File: src/rtl/mem_port_arbiter.sv
// Single-transaction arbiter sharing one single-port memory among three requesters.
// Port 0 has fixed priority; ports 1 and 2 alternate round-robin.
module mem_port_arbiter #(
  parameter int AW     = 10,
  parameter int DW     = 32,
  parameter int DEPTH  = 1024,
  parameter int RD_LAT = 1
) (
  input  logic            clk,
  input  logic            rst_n,
  input  logic [2:0]      req,
  input  logic [2:0]      we,
  input  logic [3*AW-1:0] addr,
  input  logic [3*DW-1:0] wdata,
  output logic [2:0]      ack,
  output logic            err,
  output logic [DW-1:0]   rdata,
  output logic            mem_en,
  output logic            mem_we,
  output logic [AW-1:0]   mem_addr,
  output logic [DW-1:0]   mem_wdata,
  input  logic [DW-1:0]   mem_rdata,
  output logic            busy
);

  typedef enum logic [1:0] {IDLE, ACCESS, RESP} state_t;

  localparam logic [AW:0] DEPTH_C = (AW+1)'(DEPTH);
  localparam logic [2:0]  LAT_M1  = 3'(RD_LAT - 1);

  state_t        state, state_d;
  logic [1:0]    win_q, win_d, rr_last_q, rr_last_d, sel;
  logic          we_q, we_d;
  logic [AW-1:0] addr_q, addr_d;
  logic [DW-1:0] wdata_q, wdata_d;
  logic [2:0]    cnt_q, cnt_d;
  logic [2:0]    ack_d;
  logic          err_d, mem_en_d, mem_we_d;
  logic [DW-1:0] rdata_d;

  // Index 3 is a dummy slot so the 2-bit winner index never leaves the array.
  logic [AW-1:0] p_addr  [4];
  logic [DW-1:0] p_wdata [4];
  logic          p_we    [4];

  always_comb begin
    for (int unsigned i = 0; i < 3; i++) begin
      p_addr[i]  = addr[i*AW +: AW];
      p_wdata[i] = wdata[i*DW +: DW];
      p_we[i]    = we[i];
    end
    p_addr[3]  = '0;
    p_wdata[3] = '0;
    p_we[3]    = 1'b0;
  end

  always_comb begin
    if (req[0])                sel = 2'd0;
    else if (req[1] && req[2]) sel = (rr_last_q == 2'd1) ? 2'd2 : 2'd1;
    else if (req[1])           sel = 2'd1;
    else                       sel = 2'd2;
  end

  // Outputs are computed one cycle ahead and registered, so mem_* is valid
  // from the first ACCESS cycle and ack/err appear exactly in RESP.
  always_comb begin
    state_d   = state;
    win_d     = win_q;
    rr_last_d = rr_last_q;
    we_d      = we_q;
    addr_d    = addr_q;
    wdata_d   = wdata_q;
    cnt_d     = cnt_q;
    ack_d     = '0;
    err_d     = 1'b0;
    rdata_d   = rdata;
    mem_en_d  = 1'b0;
    mem_we_d  = 1'b0;
    unique case (state)
      IDLE: begin
        if (|req) begin
          win_d   = sel;
          we_d    = p_we[sel];
          addr_d  = p_addr[sel];
          wdata_d = p_wdata[sel];
          if (sel != 2'd0) rr_last_d = sel;
          if ({1'b0, p_addr[sel]} >= DEPTH_C) begin
            state_d = RESP;
            ack_d   = 3'b001 << sel;
            err_d   = 1'b1;
          end else begin
            state_d  = ACCESS;
            mem_en_d = 1'b1;
            mem_we_d = p_we[sel];
            cnt_d    = LAT_M1;
          end
        end
      end
      ACCESS: begin
        if (we_q || cnt_q == '0) begin
          state_d = RESP;
          ack_d   = 3'b001 << win_q;
          if (!we_q) rdata_d = mem_rdata;
        end else begin
          cnt_d    = cnt_q - 3'd1;
          mem_en_d = 1'b1;
        end
      end
      RESP:    state_d = IDLE;
      default: state_d = IDLE;
    endcase
  end

  always_ff @(posedge clk) begin
    if (!rst_n) begin
      state     <= IDLE;
      win_q     <= '0;
      rr_last_q <= 2'd2;
      we_q      <= 1'b0;
      addr_q    <= '0;
      wdata_q   <= '0;
      cnt_q     <= '0;
      ack       <= '0;
      err       <= 1'b0;
      rdata     <= '0;
      mem_en    <= 1'b0;
      mem_we    <= 1'b0;
    end else begin
      state     <= state_d;
      win_q     <= win_d;
      rr_last_q <= rr_last_d;
      we_q      <= we_d;
      addr_q    <= addr_d;
      wdata_q   <= wdata_d;
      cnt_q     <= cnt_d;
      ack       <= ack_d;
      err       <= err_d;
      rdata     <= rdata_d;
      mem_en    <= mem_en_d;
      mem_we    <= mem_we_d;
    end
  end

  assign mem_addr  = addr_q;
  assign mem_wdata = wdata_q;
  assign busy      = (state != IDLE);

endmodule
File: config.mk
export PLATFORM = sky130hd
export DESIGN_NAME = mem_port_arbiter
export DESIGN_NICKNAME = d
export VERILOG_FILES = /design/src/rtl/mem_port_arbiter.sv
export SDC_FILE = /design/constraint.sdc
export NUM_CORES = 1
export LEC_CHECK = 0
export ABC_AREA = 1
export BUFFER_PORTS_ARGS = -buffer_cell sky130_fd_sc_hd__buf_2
export CAP_MARGIN = 30
export CORE_MARGIN = 1.5
export CORE_UTILIZATION = 48
export CTS_CLUSTER_SIZE = 30
export DETAILED_ROUTE_END_ITERATION = 8
export GPL_TIMING_DRIVEN = 0
export PLACE_DENSITY = 0.86
export SLEW_MARGIN = 30
export SYNTH_ARGS = -nofsm -noshare
export SYNTH_HDL_FRONTEND = slang
export SYNTH_SLANG_ARGS = --single-unit
File: constraint.sdc
create_clock -name clk -period 3.1 [get_ports clk]
set_input_delay 0.31 -clock clk [delete_from_list [all_inputs] [get_ports clk]]
set_output_delay 0.31 -clock clk [all_outputs]
set_load 0.005 [all_outputs]
==> impl_results.md, run 1 <==
* Post_cts resized at 0
* Cell family with most CP delay: compound AO/OA/AOI/OAI gates
* Setup WS pre-CTS at 1.46 ns
* FF+latch count, synth at 89
* Clk sink count at 89
* CTS tree: yes
* Initial antenna violation count at 0
* RSZ-0062 raised after global routing: no
* # fillers at 854
* H-tree depth at 3
* Via density at 4.66
* Critical-path cell list: inv_1 -> ha_1 -> a21oi_1 -> nand2_1 -> a21oi_1 -> nand2_1 -> nand2_1
* R2R setup slack at 1.55 ns
* I/O Pins at 247
* Final setup fails at 0
* Die area at 9830 µm²
* Max Fclk at 647 MHz
* Final setup TNS at 0 ns
* Worst vdd ir at 0.302 mV
* Total power at 3.04 mW
* Post-placement cell area at 5800 µm²
* Worst Hold Class: in2reg
* Layout cell share with drive strength beyond 1 at 0.297
* Reg2Reg Depth at 7
* Cells after Synth at 718
* Post-route setup slack at 1.55 ns
* Critical Path End Type: register
* Largest net degree at the start of global routing at 18
* Via count at 5061
* HPWL after DPL at 10000 µm
* Count of final max-slew check failures at 0
* Die Y at between 90 and 100 µm
* Library cells used by synthesis at 25
* Synthesized net count at 886
* Synthesis-to-layout area growth at 35.3%
* Tot GR Track Use at 0.263
* Root Driver: clkbuf_8
* Commonest non-fill, non-tap cell in the layout: nand2_1
* Total core area at approximately 9000 µm²
* Final WL at about 13000 µm
* Grt total ovfl at 0
* CP Buf/Inv Count at 1
* Max Root-Sink Buffers at 2
* Hold_buf cts at 0
* Buffers on Ports at 245
* Clock Pin Slew Worst Setup and Hold Paths at 0.11 ns
* Yosys warns at 0
* Drt pass-1 iters at 4
* Vias in the first global route at 4695
* Crit path DAT at 1.86 ns
* Most frequent cells in the layout: nand2_1, buf_2, dfxtp_1
* GP Congestion at 0.847
* Mapped Area at about 4400 µm²
* Min Tclk post-route at 1.55 ns
* CTS Buf Count at 9
* CP most frequent cell: nand2_1
* Clock Latency Late Sink at roughly 0.36 ns
* Initial core utilization at 0.502
* Crit-path max cell delay at 0.36 ns
* Max cap viols at 0
* Final hold violation count at 0
* WP data required at 3.41 ns
* Post-CTS setup buffers at 0
* Design Area, Final at 6010 µm²
* Starting DRT DRC Count at 111
* Kind of critical path: reg2reg
* Run status: complete, no violations
* Critical-path maximum fanout at 6
* Seq/Total Area, Yosys at 0.401
* Leakage at approximately 3.6 nW
* Die Wd at slightly below 100 µm
* Hold Slack at around 0.19 ns
* Std cell rows at 34
* First-pass GRT wire length at 20900 µm
* Wire per inst at about 12 µm
* Slowest-stage cell, CP: dfxtp_1
* PD cells at between 500 and 600 nW/µm²
* Fin crit share at 0.499
* Nets at 1142
* Skew final at 0.0208 ns
* Crit. path cell count at 7
* Diode count at 0
* Mean Syn Cell Area at 6.18 µm²
* Worst hold path depth at 3
* Critical Path Start Type: register
* Antenna-violating nets left at 0
* DRC at 0
==> tightest hold or removal path, stage by stage <==
cell,delay [ns]
buf_2,0.07
o21ai_0,0.07
nor2_1,0.07
==> synthesized netlist by cell type <==
cell type    n  area, µm²
nand2_2      2       12.5
nand3_2      1       10.0
o22ai_1      2       12.5
o21ai_1      1       5.00
ha_1         2       25.0
nand3_1     47        235
a21oi_1      7       35.0
nor3_2       1       10.0
conb_1       1       3.75
clkinv_1    19       71.3
buf_6        1       11.3
inv_2        4       15.0
inv_1       78        293
buf_4       12       90.1
buf_1        1       3.75
nor2_2       2       12.5
clkbuf_1    21       78.8
xnor2_1      1       8.76
nor2_1      74        278
o21ai_0     76        380
buf_2        5       25.0
nor2_8       1       20.0
nand2_1    269       1010
nand2_4      1       11.3
dfxtp_1     89       1780
==> sequential cells by signal, indices dropped and copies added (netlist names) <==
signal / flops
mem_wdata: 32
mem_we: 1
rdata: 32
we_q: 1
win_q: 2
mem_addr: 10
rr_last_q: 2
mem_en: 1
state: 2
cnt_q: 3
ack: 3
==> power breakdown <==
part | switching, mW | leakage [nW] | internal (mW)
clock network | 0.445 | 0.102 | 0.387
registers | 0.0756 | 0.734 | 1.30
logic | 0.463 | 2.75 | 0.363
==> worst paths after layout <==
path	endpoint	from
hold reg to reg	ack[2]	win_q[1]
hold / removal	rdata[20]	mem_rdata[20]
setup / recovery	cnt_q[1]	cnt_q[1]
setup reg to reg	cnt_q[1]	cnt_q[1]
==> cell families after synthesis <==
logic type / after synthesis / share of synthesized area
simple gates: 398 / 0.360
buf+inv: 141 / 0.132
flops: 89 / 0.401
compound gates: 86 / 0.0975
fa+ha+maj: 2 / 0.00564
xor+xnor: 1 / 0.00197
other cells: 1 / 0.000845
==> cell type report <==
| type | instances | area (µm²) | area share |
|---|---|---|---|
| multi-input cells | 488 | 2070 | 0.345 |
| clock buffers | 9 | 124 | 0.0206 |
| inverters | 101 | 379 | 0.0631 |
| repair buffers | 245 | 1230 | 0.204 |
| plain buffers | 40 | 209 | 0.0348 |
| flip-flops and latches | 89 | 1780 | 0.297 |
| clock inverters | 7 | 81.3 | 0.0135 |
| well taps | 108 | 135 | 0.0225 |
==> through the flow <==
step / util / std cells
after floorplan: - / 718
after global placement: 0.656 / 1071
after detailed placement: 0.656 / 1071
after CTS: 0.679 / 1087
after global routing: 0.679 / 1087
final: 0.679 / 1087
==> per-layer routing <==
| metal | wire length [µm] | global-route usage | vias to the layer above |
|---|---|---|---|
| li1 | - | - | 2679 |
| met2 | 6010 | 0.452 | 196 |
| met3 | 895 | 0.0562 | 44 |
| met1 | 5400 | 0.314 | 2142 |
| met4 | 488 | 0.130 | 0 |
| met5 | 0 | 0 | - |
Note: power is estimated with default switching activity, not from simulation.
==> run 2: changes to the inputs <==
--- a/config.mk
+++ b/config.mk
@@ -9,11 +9,11 @@
 export BUFFER_PORTS_ARGS = -buffer_cell sky130_fd_sc_hd__buf_2
 export CAP_MARGIN = 30
 export CORE_MARGIN = 1.5
-export CORE_UTILIZATION = 48
+export CORE_UTILIZATION = 45
 export CTS_CLUSTER_SIZE = 30
 export DETAILED_ROUTE_END_ITERATION = 8
 export GPL_TIMING_DRIVEN = 0
-export PLACE_DENSITY = 0.86
+export PLACE_DENSITY = 0.81
 export SLEW_MARGIN = 30
 export SYNTH_ARGS = -nofsm -noshare
 export SYNTH_HDL_FRONTEND = slang
==> constraint.sdc (replaced) <==
create_clock -name clk -period 1.6 [get_ports clk]
set_input_delay 0.16 -clock clk [delete_from_list [all_inputs] [get_ports clk]]
set_output_delay 0.16 -clock clk [all_outputs]
set_load 0.005 [all_outputs]
==> impl_results.md, run 2 (synthesis gave the netlist of run 1 again) <==
* Grt total ovfl at 0
* Internal power at 3.84 mW
* Fin crit share at 0.906
* Nets at ~1100
* Setup WS pre-CTS at 0.0733 ns
* Min Tclk post-route at between 1 and 1.5 ns
* Crit path DAT at between 1.5 and 2 ns
* Post-CTS setup buffers at 0
* First-pass GRT wire length at 19800 µm
* Drt pass-1 iters at 4
* Starting DRT DRC Count at 171
* Seq pwr share at 0.462
* Wire per inst at roughly 12 µm
* Die Wd at 102 µm
* Max Root-Sink Buffers at 2
* Power share of the combinational group at 0.277
* Hold_buf cts at 0
* PD cells at approximately 960 nW/µm²
* DRC at 0
* Sw frac at 0.336
* Die area at 10500 µm²
* Largest net degree at the start of global routing at 18
* Tot GR Track Use at 0.241
* Most frequent cells in the layout: nand2_1, buf_2, dfxtp_1
* Max cap viols at 0
* Max Fclk at between 600 and 700 MHz
* Diode count at 0
* H-tree depth at 3
* Via count at 5126
* CTS tree: yes
* Total power at 5.78 mW
* Via density at ~4.6
* Hold Slack at approximately 0.043 ns
* Critical Path End Type: register
* Run status: complete, no violations
* Vias in the first global route at 4372
* Synthesis-to-layout area growth at 36.0%
* Post_cts resized at 0
* Clock Latency Late Sink at 0.36 ns
* Post-route setup slack at 0.151 ns
* WP data required at between 1.5 and 2 ns
* CTS Buf Count at 9
* Final setup fails at 0
* Commonest non-fill, non-tap cell in the layout: nand2_1
* Antenna-violating nets left at 0
* Clk sink count at 89
* Critical-path maximum fanout at 10
* Final WL at 12800 µm
* Initial core utilization at 0.458
* Design Area, Final at 6040 µm²
* I/O Pins at ~250
* Count of final max-slew check failures at 0
* Std cell rows at 36
* Total core area at slightly below 10000 µm²
* Buffers on Ports at 245
* HPWL after DPL at 9830 µm
* Kind of critical path: reg2reg
* Crit path from: cnt_q[0]
* Final hold violation count at 0
* Layout cell share with drive strength beyond 1 at 0.308
* Worst Hold Class: in2reg
* GP Congestion at 0.894
* Critical Path Start Type: register
* Leakage at 3.60 nW
* Skew final at 0.0112 ns
* Net Sw Power at 1.94 mW
* Root Driver: clkbuf_8
* Clock Power Share at 0.260
* Die Y at 102 µm
* Post-placement cell area at 5830 µm²
* Hold path start: mem_rdata[2]
* Clock Pin Slew Worst Setup and Hold Paths at 0.10 ns
* Initial antenna violation count at 0
* R2R Path Start: cnt_q[0]
* Worst vdd ir at 0.508 mV
-- run 2: cell count changes in the layout (fill, tap and decap cells not counted), moves of 2 or more --
cell / before / now
clkbuf_1: 21 / 13
inv_8: 0 / 2
inv_6: 5 / 3
clkbuf_2: 0 / 8
nand2_1: 269 / 267
nand2_2: 2 / 4
-- run 2: layer usage --
layer  track usage  share of wire  vias to the layer above
li1              -              -                     2684
met1         0.288           0.43                     2229
met2         0.420           0.47                      192
met3        0.0650          0.077                       21
met4        0.0780          0.019                        0
met5             0              0                        -
-- run 2: stage by stage --
stage | util | TNS, ns | cells
after floorplan | - | 0 | 718
after global placement | 0.602 | 0 | 1096
after global routing | 0.624 | -0.235 | 1112
after CTS | 0.621 | 0 | 1112
after detailed placement | 0.602 | 0 | 1096
final | 0.624 | 0 | 1112
-- run 2: worst paths after layout --
path                     to  slack [ns]  depth (start not counted)
setup / recovery  rdata[31]        0.15                          8
hold / removal     rdata[2]        0.04                          3
hold reg to reg      ack[2]        0.44                          2
setup reg to reg  rdata[31]        0.15                          8
-- run 2: worst max-delay path: stages (launching register included) --
cell and delay, ns:
dfxtp_1 0.32, inv_1 0.09, ha_1 0.19, nand2_1 0.06, nor2_1 0.11, nand2_2 0.11
clkbuf_2 0.19, o21ai_0 0.21, nor2_1 0.05
-- run 2: area by class of cell --
| class | instances | area, µm² |
|---|---|---|
| Clock inverter | 7 | 61.3 |
| Buffer | 40 | 221 |
| Sequential cell | 89 | 1780 |
| Multi-Input combinational cell | 488 | 2080 |
| Fill cell | 983 | 3650 |
| Clock buffer | 9 | 124 |
| Inverter | 101 | 379 |
| Tap cell | 133 | 166 |
| Timing Repair Buffer | 245 | 1230 |
-- run 2: power groups by stage --
stage	clock network, mW	logic [mW]	registers [mW]
after floorplan	0	0.869	2.75
after global placement	0	1.58	2.71
after detailed placement	0	1.60	2.72
after CTS	1.55	1.60	2.67
after global routing	1.66	1.85	2.72
final	1.51	1.60	2.67
==> run 3: changes to the inputs <==
==> constraint.sdc (replaced) <==
create_clock -name clk -period 1.6 [get_ports clk]
set_input_delay 0.08 -clock clk [delete_from_list [all_inputs] [get_ports clk]]
set_output_delay 0.08 -clock clk [all_outputs]
set_load 0.005 [all_outputs]
==> impl_results.md, run 3 (synthesis gave the netlist of run 1 again) <==
* HPWL after DPL at just under 10000 µm
* H-tree depth at 3
* Wire per inst at 12.5 µm
* Max Fclk at 661 MHz
* Hold path start: wdata[31]
* Via density at 4.68
* Antenna-violating nets left at 0
* Std cell rows at 36
* Critical Path End Type: register
* GP Congestion at 0.894
* Skew final at 0.0127 ns
* Count of final max-slew check failures at 0
* R2R Path Start: cnt_q[0]
* Total core area at 9680 µm²
* Initial core utilization at 0.458
* Drt pass-1 iters at 5
* Met3 Routed Length at 1110 µm
* # fillers at 874
* Critical Path Start Type: register
* Commonest non-fill, non-tap cell in the layout: nand2_1
* Grt total ovfl at 0
* Kind of critical path: reg2reg
* WP data required at between 1.5 and 2 ns
* Non-Filler Instances at 1158
* Met2 WL at 7090 µm
* Crit path DAT at 1.77 ns
* Vias in the first global route at 4940
* Fin crit share at 0.946
* Worst hold path depth at 5
* I/O Pins at 247
* Worst Hold Class: in2reg
* Layout cell share with drive strength beyond 1 at 0.294
* Die Wd at 102 µm
* Critical-path maximum fanout at 10
* CTS Buf Count at 9
* Initial antenna violation count at 0
* Most frequent cells in the layout: nand2_1, buf_2, dfxtp_1
* Hold Slack at 0.0126 ns
* Clock Latency Late Sink at 0.36 ns
* Max cap viols at 0
* Final setup fails at 0
* Via count at 5421
* Max Root-Sink Buffers at 2
* Wl on met1 at around 5900 µm
* CTS tree: yes
* DRC at 0
* Run status: complete, no violations
* Die Y at 102 µm
* Min Tclk post-route at approximately 1.5 ns
* Root Driver: clkbuf_8
* Crit path from: cnt_q[0]
* Leakage at 3.79 nW
* Starting DRT DRC Count at 162
* Synthesis-to-layout area growth at 46.3%
* Buffers on Ports at 245
* Diode count at 0
* Largest net degree at the start of global routing at 18
* Clock Pin Slew Worst Setup and Hold Paths at ~0.1 ns
* Worst vdd ir at 0.516 mV
* Reg2Reg Depth at 8
* PD cells at a little over 900 nW/µm²
* Die area at about 10000 µm²
* Clk sink count at about 90
* Nets at 1188
* Placed Cells at roughly 1100
* First-pass GRT wire length at 22200 µm
* Final hold violation count at 0
* Final WL at 14500 µm
* Tot GR Track Use at 0.271
* Top Layer Used: met4
==> run 3: repair_timing <==
| item | CTS | global route |
|---|---|---|
| hold endpoints to repair | 46 | 0 |
| hold buffers | 46 | 0 |
| gates resized for setup | 0 | 21 |
| setup buffers | 0 | 0 |
| endpoints found under the setup margin | 0 | 51 |
==> run 3: final timing paths <==
check | end | slack (ns)
min reg2reg | ack[2] | 0.44
max reg2reg | rdata[13] | 0.09
min | mem_wdata[31] | 0.01
max | rdata[13] | 0.09
==> run 3: power by group <==
part           switching, mW  internal, mW  leakage [nW]  total [mW]
Clock                  0.916         0.602        0.0945        1.52
Combinational          0.952         0.787          2.96        1.74
Sequential             0.156          2.53         0.734        2.68
==> run 3: metal layers <==
| layer | global-route usage | vias to the layer above |
|---|---|---|
| li1 | - | 2766 |
| met1 | 0.303 | 2391 |
| met2 | 0.480 | 225 |
| met3 | 0.0780 | 39 |
| met4 | 0.116 | 0 |
| met5 | 0 | - |
==> run 3: cell type report <==
cell class                 count  area (µm²)  area share
timing repair buffer         291        1690       0.260
clock buffer                   9         124      0.0191
buffer                        40         221      0.0341
tap                          133         166      0.0256
multi-input combinational    488        2070       0.319
inverter                     101         379      0.0584
clock inverter                 7        61.3     0.00944
sequential                    89        1780       0.274
==> run 3: critical path, stage by stage, from the launching register on <==
cell and delay, ns:
dfxtp_1 0.32, inv_1 0.09, ha_1 0.17, nand2_1 0.06, nor2_1 0.11, nand2_2 0.12
clkbuf_2 0.20, o21ai_0 0.28, nor2_1 0.06
==> run 3: per-stage QoR <==
stage / cell area (µm²) / worst slack [ns] / setup TNS, ns / util / power [mW]
6_report: 6490 / 0.0863 / 0 / 0.671 / 5.94
5_1_grt: 6490 / -0.0229 / -0.0843 / 0.671 / 6.36
4_1_cts: 6480 / 0.0768 / 0 / 0.669 / 5.91
3_5_place_dp: 5830 / 0.111 / 0 / 0.602 / 4.32
3_3_place_gp: 5830 / 0.150 / 0 / 0.602 / 4.29
2_1_floorplan: 4440 / 0.328 / 0 / - / 3.62
